## config.mk

```make
export PLATFORM = sky130hd
export DESIGN_NAME = btn_event_port
export DESIGN_NICKNAME = d
export VERILOG_FILES = /design/src/rtl/btn_io_pkg.sv /design/src/rtl/btn_debounce.sv /design/src/rtl/btn_event_port.sv
export SDC_FILE = /design/constraint.sdc
export NUM_CORES = 1
export LEC_CHECK = 0
export CORE_MARGIN = 5
export CORE_UTILIZATION = 30
export DETAILED_ROUTE_END_ITERATION = 8
export HOLD_SLACK_MARGIN = 0.12
export SYNTH_ARGS = -nofsm -noshare
export SYNTH_HDL_FRONTEND = slang
export SYNTH_SLANG_ARGS = --single-unit
```

## constraint.sdc

```tcl
create_clock -name clock -period 2.2 [get_ports clock]
set_input_delay 0.33 -clock clock [delete_from_list [all_inputs] [get_ports clock]]
set_output_delay 0.33 -clock clock [all_outputs]
set_load 0.005 [all_outputs]
```

## src/rtl/btn_io_pkg.sv

```systemverilog
// Shared constants for the button event port: event codes and default parameters.
package btn_io_pkg;

  typedef enum logic [2:0] {
    EVT_NONE = 3'd0,
    EVT_U    = 3'd1,
    EVT_D    = 3'd2,
    EVT_L    = 3'd3,
    EVT_R    = 3'd4
  } evt_code_e;

  localparam int unsigned  DEBOUNCE_CYCLES_DEF = 250000;
  localparam int unsigned  CNT_W_DEF           = 18;
  localparam int unsigned  DEPTH_DEF           = 4;
  localparam logic [31:0]  IO_ADDR_DEF         = 32'd4096;

  // Button index 0..3 is U, D, L, R; a lower index is a lower code.
  function automatic evt_code_e btn_code(input logic [1:0] idx);
    case (idx)
      2'd0:    return EVT_U;
      2'd1:    return EVT_D;
      2'd2:    return EVT_L;
      default: return EVT_R;
    endcase
  endfunction

endpackage

```

## src/rtl/btn_debounce.sv

```systemverilog
// One button: 2-FF synchroniser, stability counter, debounced level and a
// single-cycle pulse on an accepted 0->1 transition.
module btn_debounce
  import btn_io_pkg::*;
#(
  parameter int unsigned DEBOUNCE_CYCLES = DEBOUNCE_CYCLES_DEF,
  parameter int unsigned CNT_W           = CNT_W_DEF
) (
  input  logic clock,
  input  logic reset_n,
  input  logic btn_raw,
  output logic rise
);

  logic             sync1_q, sync2_q;
  logic             stable_q, stable_d;
  logic [CNT_W-1:0] cnt_q, cnt_d;

  always_comb begin
    stable_d = stable_q;
    cnt_d    = cnt_q;
    rise     = 1'b0;
    if (sync2_q == stable_q) begin
      cnt_d = '0;
    end else if (cnt_q == CNT_W'(DEBOUNCE_CYCLES - 1)) begin
      stable_d = sync2_q;
      cnt_d    = '0;
      rise     = sync2_q;
    end else begin
      cnt_d = cnt_q + CNT_W'(1);
    end
  end

  always_ff @(posedge clock or negedge reset_n) begin
    if (!reset_n) begin
      sync1_q  <= 1'b0;
      sync2_q  <= 1'b0;
      stable_q <= 1'b0;
      cnt_q    <= '0;
    end else begin
      sync1_q  <= btn_raw;
      sync2_q  <= sync1_q;
      stable_q <= stable_d;
      cnt_q    <= cnt_d;
    end
  end

endmodule

```

## src/rtl/btn_event_port.sv

```systemverilog
// Memory-mapped button event port: debounced press events queue in a small FIFO
// and are popped one per load from IO_ADDR; other addresses pass RAM data through.
module btn_event_port
  import btn_io_pkg::*;
#(
  parameter int unsigned DEBOUNCE_CYCLES = DEBOUNCE_CYCLES_DEF,
  parameter int unsigned CNT_W           = CNT_W_DEF,
  parameter int unsigned DEPTH           = DEPTH_DEF,
  parameter logic [31:0] IO_ADDR         = IO_ADDR_DEF
) (
  input  logic        clock,
  input  logic        reset_n,
  input  logic        btn_u,
  input  logic        btn_d,
  input  logic        btn_l,
  input  logic        btn_r,
  input  logic [31:0] mem_addr,
  input  logic        mem_wren,
  input  logic [31:0] ram_rdata,
  output logic [31:0] q_dmem,
  output logic [2:0]  evt_count,
  output logic        overflow
);

  localparam int unsigned PTR_W = $clog2(DEPTH);

  logic [3:0] btn_raw;
  logic [3:0] rise;

  assign btn_raw = {btn_r, btn_l, btn_d, btn_u};

  for (genvar b = 0; b < 4; b++) begin : g_deb
    btn_debounce #(
      .DEBOUNCE_CYCLES (DEBOUNCE_CYCLES),
      .CNT_W           (CNT_W)
    ) u_deb (
      .clock   (clock),
      .reset_n (reset_n),
      .btn_raw (btn_raw[b]),
      .rise    (rise[b])
    );
  end

  logic [3:0]       pend_q, pend_d;
  logic [2:0]       mem_q [DEPTH];
  logic [2:0]       mem_d [DEPTH];
  logic [PTR_W-1:0] rd_ptr_q, rd_ptr_d;
  logic [PTR_W-1:0] wr_ptr_q, wr_ptr_d;
  logic [2:0]       cnt_q, cnt_d;
  logic             ovf_q, ovf_d;
  logic [2:0]       snap_q, snap_d;
  logic             hit_q, hit_d;

  logic       rd_hit, wr_hit;
  logic       sel_vld;
  logic [1:0] sel_idx;
  logic [3:0] sel_oh;
  logic       fifo_full, fifo_empty;
  logic       pop, push_ok, drop;
  logic [2:0] head;

  assign rd_hit     = (mem_addr == IO_ADDR) & ~mem_wren;
  assign wr_hit     = (mem_addr == IO_ADDR) &  mem_wren;
  assign fifo_empty = (cnt_q == 3'd0);
  assign fifo_full  = (cnt_q == 3'(DEPTH));
  assign head       = fifo_empty ? 3'(EVT_NONE) : mem_q[rd_ptr_q];

  // Lowest pending index wins; scanning downward leaves the lowest one selected.
  always_comb begin
    sel_vld = 1'b0;
    sel_idx = 2'd0;
    for (int i = 3; i >= 0; i--) begin
      if (pend_q[i]) begin
        sel_vld = 1'b1;
        sel_idx = 2'(i);
      end
    end
    sel_oh = sel_vld ? (4'b0001 << sel_idx) : 4'b0000;
  end

  assign pop     = rd_hit & ~hit_q & ~fifo_empty;
  assign push_ok = sel_vld & ~wr_hit & (~fifo_full | pop);
  assign drop    = sel_vld & ~wr_hit & fifo_full & ~pop;

  always_comb begin
    pend_d   = (pend_q & ~sel_oh) | rise;
    mem_d    = mem_q;
    rd_ptr_d = rd_ptr_q;
    wr_ptr_d = wr_ptr_q;
    cnt_d    = cnt_q;
    ovf_d    = ovf_q;
    snap_d   = snap_q;
    hit_d    = rd_hit;

    if (rd_hit && !hit_q) begin
      snap_d = head;
    end

    if (wr_hit) begin
      rd_ptr_d = '0;
      wr_ptr_d = '0;
      cnt_d    = 3'd0;
      ovf_d    = 1'b0;
    end else begin
      if (push_ok) begin
        mem_d[wr_ptr_q] = 3'(btn_code(sel_idx));
        wr_ptr_d        = wr_ptr_q + PTR_W'(1);
      end
      if (pop) begin
        rd_ptr_d = rd_ptr_q + PTR_W'(1);
      end
      cnt_d = cnt_q + {2'b00, push_ok} - {2'b00, pop};
      if (drop) begin
        ovf_d = 1'b1;
      end
    end
  end

  always_ff @(posedge clock or negedge reset_n) begin
    if (!reset_n) begin
      pend_q   <= '0;
      rd_ptr_q <= '0;
      wr_ptr_q <= '0;
      cnt_q    <= 3'd0;
      ovf_q    <= 1'b0;
      snap_q   <= 3'd0;
      hit_q    <= 1'b0;
      for (int i = 0; i < int'(DEPTH); i++) begin
        mem_q[i] <= 3'd0;
      end
    end else begin
      pend_q   <= pend_d;
      rd_ptr_q <= rd_ptr_d;
      wr_ptr_q <= wr_ptr_d;
      cnt_q    <= cnt_d;
      ovf_q    <= ovf_d;
      snap_q   <= snap_d;
      hit_q    <= hit_d;
      mem_q    <= mem_d;
    end
  end

  // A stalled load keeps returning the snapshot taken on its first cycle.
  always_comb begin
    if (rd_hit) begin
      q_dmem = hit_q ? {29'b0, snap_q} : {29'b0, head};
    end else begin
      q_dmem = ram_rdata;
    end
  end

  assign evt_count = cnt_q;
  assign overflow  = ovf_q;

endmodule

```

* After elaboration in Yosys (flattened, before gate mapping) *
Cells that the tools add are included.

operators by class
  $add $sub $neg = 8
  multiply operators = 0
  divide/modulo/power cells = 0
  $lt $le $gt $ge = 3
  eq/ne operators = 12
  shift operators = 1
  muxes and demuxes = 44
  bitwise logic cells = 24
  reduce and logical (&&, ||, !) cells = 13

operators by type and width
  cell                     count
  $mux W18                 8
  $add A18 B1 Y18 const B  4
  $eq A18 B18 Y1 const B   4
  $eq A32 B13 Y1 const B   1
  $mux W32                 1
  $mux W3                  8
  $mux W2                  8
  $mux W1                  14
  $bwmux W12               1
  $not A1 Y1               10
  $reduce_and A2 Y1        5
  $pmux W3 S3              1
  $and A1 B1 Y1            8
  $bmux W3 S2              1
  $demux W3 S2             1
  $ge A3 B3 Y1 const B     2
  $not A2 Y3               2
  $reduce_bool A2 Y1       3
  $add A2 B1 Y2 const B    2
  $and A4 B4 Y4            1
  $eq A1 B1 Y1             4
  $mux W4                  1
  $not A4 Y4               1
  $or A4 B4 Y4             1
  other kinds (12)         13

storage, ports and cells
  flip-flop bits (word level) = 112
  latch bits = 0
  memory bits (writable) = 0
  bits in read-only memories = 0
  input bits = 71
  output and inout port bits = 36
  logic and storage cells = 132
  memories kept = 0

* Depth between registers and ports, before layout *
  depth after elaboration = 9
  mapped depth = 13
  gate-level depth less buffers = 12

* Hierarchy *
Synthesis repeated with hierarchy kept, for this count alone.

second synthesis, totals
  cell total of the unflattened synthesis = 565
  area, all modules = 6,073.3 µm²

by module, submodules not included
  module          instances  cells each  area an instance (µm²)  sequential area each (µm²)
  btn_debounce    4          99          1,034.7                 525.5
  btn_event_port  1          169         1,934.4                 700.7

* Worst setup path before layout *
Ideal clock, no wire load.

  path kind = input-to-reg
  start = in mem_addr[18]
  end = reg cnt_q[2], in the netlist evt_count[2]
  library setup time = 0.120 ns
  data arrival time = 2.644 ns
  required time = 2.080 ns
  setup slack = -0.565 ns
  cell stages on the path = 13
  buffers on the path = 1
  path through = nor4_1 -> nand4_1 -> or3_4 -> buf_6 -> nor3_2 -> ha_1 -> inv_1 -> ha_1 -> inv_1 -> fa_1 -> xor2_1 -> xnor2_1 -> nor2_1

between the ends
  word-level cells in the longest chain between the ends = 9
  elaborated cells between the ends (all ways) = 12
  classes of those cells = add/sub: 2; eq/ne: 1; mux: 1; bitwise: 8

RTL lines
  what                         RTL line                                    text
  start, declared              btn_event_port.sv:17                        input logic [31:0] mem_addr,
  $eq A32 B13 Y1 (*)           btn_event_port.sv:62, btn_event_port.sv:63
  $and A1 B1 Y1                btn_event_port.sv:62                        assign rd_hit = (mem_addr == IO_ADDR) & ~mem_wren;
  $and A1 B1 Y1 (2 in series)  btn_event_port.sv:81                        assign pop = rd_hit & ~hit_q & ~fifo_empty;
  $or A1 B1 Y1                 btn_event_port.sv:82                        assign push_ok = sel_vld & ~wr_hit & (~fifo_full | pop);
  $and A1 B1 Y1                btn_event_port.sv:82
  $add A3 B1 Y3                btn_event_port.sv:112                       cnt_d = cnt_q + {2'b00, push_ok} - {2'b00, pop};
  $sub A3 B1 Y3                btn_event_port.sv:112
  $mux W3 (*)                  btn_event_port.sv:99                        if (wr_hit) begin
  net cnt_d[2]                 btn_event_port.sv:49                        logic [2:0] cnt_q, cnt_d;
  end signal, assigned         btn_event_port.sv:135                       cnt_q <= cnt_d;
  end, declared                btn_event_port.sv:49

Mark *: on every way through the listed nets, which the timed path passes. The rest lies on a longest branch.
A chain may end at the register's enable or synchronous reset.

* Worst setup path in the final report *
  start = in mem_addr[5]
  end = reg cnt_q[2], in the netlist evt_count[2]

The elaborated chain is that of the path after synthesis.

==> qor.yml <==
synth_area_leaders: "dfrtp_1, nor2_1, xnor2_1"
cp_slowest_cell: "or3_4"
synthToLayoutAreaGrowth_pct: 37.2
critPathKind: "primary input to register"
syn_inst: 544
syn_area_mm2: 0.00562
antenna_found_initial: 0
worst_slack_ps: -279
die-area_mm2: 0.0216
cp-start-kind: "primary input"
final_area_mm2: 0.00771
dp_cells: 901
cts_inserted_buffers: 9
wl_per_cell_um: 13.9
globalplace.congestion: 0.888
place_area_mm2: 0.00719
synthArstFlopShare: 1.00
finalHoldViolCount: 0
yosys.area.top_type: "dfrtp_1"
vias_per_cell: 4.67
synth.distinct_cells: 42
status: "complete, but fails checks"
postSynthAreaPerCell_um2: 10.3
ir_worst_vdd_uv: 516
fin_nets: 782
die_w_um: 147
yosysWarnings: 0
worstPathArrival_ps: 2710
leakage_uw: 0.00345
clk_pin_slew_worst_paths_ps: 70
r2r-start: "evt_count[0]$_DFF_PN0_"
insertion_delay_ps: 350
drive_gt1_frac: 0.241
synth_edf_count: 0
min_period_over_period: 1.13
drt_iter0_drc: 233
cp_top_family: "simple AND/OR/NAND/NOR gates"
track_usage: 0.122
grt_pass1_vias: 4539
r2r_end: "evt_count[2]$_DFF_PN0_"
drtPass1Iterations: 4
start_util: 0.302
report.final.slew_viol_count: 0
port_buffers: 106
fin_crit_ps: 2480
antennaDiodeCount: 0
r2r_slack_ps: -120
synth.top_cell.area_share: 0.499
worstSetupEndpoint: "evt_count[2]$_DFF_PN0_"
fp.dieH_um: 147
synth_seq_cells: 112
grt_max_degree: 76
failed_checks: "negative setup slack"
finish.utilization: 0.415
cp_max_fo: 4
tns_ps: -4490
critPathRequiredTime_ps: 2430
core_area_mm2: 0.0186
slew_headroom: 0.667
finalSetupViolations: 26
wirelength_um: 13000
max_freq_mhz: 403
cts_root_buf: "clkbuf_16"
cp_common_cell: "ha_4"
hold_path_class: "primary input to asynchronous set/reset pin"
io_pins: 107
synth_nets: 629
drc: 0
dpl.hpwl_um: 9400
crit_cells: 13
gr-total-overflow: 0
path_buf_inv: 3
grt_first_pass_wirelength_um: 21900
h-tree-depth: 3
whs_ps: 325
finalClockSkew_ps: 6.35
end_kind: "register"
instances_no_fill: 935
drv_cap: 0
clk_path_buf_depth: 2
ant_nets: 0
reg2reg_depth: 12
cts.sinks: 112
vias: 4368
cts_tree: "yes"
fill_cells: 1771
critPathLaunch: "mem_addr[5]"
rsz0062_at_grt: "true"
worstPathCellList: "buf_6 -> nor4_4 -> nand4_2 -> or3_4 -> nor3_4 -> ha_4 -> inv_4 -> ha_4 -> inv_2 -> fa_2 -> xor2_2 -> xnor2_1 -> nor2_1"
worst_slew_pin_slew_ps: 494
power_density_mw_per_mm2: 526
yosysSeqAreaShare: 0.499
critPathMaxStageDelay_ps: 450
ys.flop_type: "dfrtp_1"
row_count: 50
## repair_timing
item,CTS,global route
endpoints found under the setup margin,35,34
cloned,3,0
hold endpoints to repair,112,0
pin swaps,25,18
setup buffers,12,7
hold buffers,1,0
resized for setup,207,47
## flip-flops by register name, indices dropped and copies added (netlist names)
name,cells
g_deb.u_deb.cnt_q,72
mem_q,12
g_deb.u_deb.stable_q,4
g_deb.u_deb.sync1_q,4
g_deb.u_deb.sync2_q,4
pend_q,4
evt_count,3
snap_q,3
rd_ptr_q,2
wr_ptr_q,2
hit_q,1
overflow,1
## how the worst min path moves through the flow
stage                       start                            endpoint  cells past startpoint
final                     reset_n  g_deb[0].u_deb.cnt_q[11]$_DFF_PN0_                      2
after global routing      reset_n  g_deb[0].u_deb.cnt_q[11]$_DFF_PN0_                      2
after CTS                 reset_n  g_deb[0].u_deb.cnt_q[11]$_DFF_PN0_                      2
after detailed placement  reset_n  g_deb[0].u_deb.cnt_q[11]$_DFF_PN0_                      1
after global placement    reset_n  g_deb[0].u_deb.cnt_q[11]$_DFF_PN0_                      1
after floorplan           reset_n              evt_count[0]$_DFF_PN0_                      0
## synth_stat cells (2+ instances only)
cell      number
xor2_1        35
nor4_1        14
a21oi_1        3
nand3_1       35
nand2b_1       3
nor4_4         3
nor4_2         2
nand3b_1       3
clkbuf_1      10
or2_2          5
nor3_1        12
nand2_1       32
and3_1         6
and4_1         6
inv_1         26
nor2_1        86
nand4_1       15
mux2i_1        9
mux2_2        13
nor4b_1        3
and2_1        33
xnor2_1       35
nor3b_1        5
o21ai_0        6
mux4_2         3
dfrtp_1      112
ha_1          13
o32ai_1        2
## placed cells by master (no fill, tap or decap), drive strengths merged, types with 7 or more instances in the layout
cell type,netlist,routed
inv,26,26
nor2,86,86
o21ai,7,7
mux2i,9,9
clkbuf,10,16
nor3,13,13
buf,1,82
nand4,16,16
nor4,19,19
xnor2,35,35
nand3,35,35
dlygate4sd2,0,13
clkdlybuf4s50,0,41
xor2,35,35
nand2,32,32
and2,33,33
ha,13,13
mux2,13,13
dfrtp,112,112
## report_power, final
group	internal [µW]	total (µW)	switching (µW)
sequential	2080	2100	21.8
clock	905	1630	722
combinational	182	323	141
## final cells by class
| cell class | instances | area (µm²) | area share |
|---|---|---|---|
| repair buffers | 153 | 1370 | 0.178 |
| multi-input cells | 395 | 2840 | 0.369 |
| flip-flops and latches | 112 | 2800 | 0.364 |
| well taps | 234 | 293 | 0.0380 |
| inverters | 26 | 100 | 0.0130 |
| clock buffers | 10 | 239 | 0.0310 |
| clock inverters | 5 | 57.6 | 0.00747 |
## cell families (layout without fill, tap and decap cells)
logic type               after synthesis  in the layout  share of synthesized area
adder cells (fa/ha/maj)               14             14                     0.0325
flip-flops                           112            112                      0.499
XOR/XNOR                              70             70                      0.109
multiplexers                          25             25                     0.0541
buffers and inverters                 37            194                     0.0261
AND/OR/NAND/NOR                      272            272                      0.263
AO/OA/AOI/OAI                         14             14                     0.0165
## per-stage QoR
stage | power (µW) | worst slack, ps
floorplan | 2220 | -461
global placement | 2480 | -935
detailed placement | 2490 | -1010
CTS | 4110 | -367
global route | 4240 | -372
finish | 4060 | -279
## routing by layer
| metal | track usage | vias to the layer above | share of wire |
|---|---|---|---|
| li1 | - | 2139 | - |
| met1 | 0.147 | 2088 | 0.43 |
| met2 | 0.213 | 126 | 0.49 |
| met3 | 0.0336 | 15 | 0.067 |
| met4 | 0.0315 | 0 | 0.013 |
| met5 | 0 | - | 0 |
(Power assumes the default switching activity.)
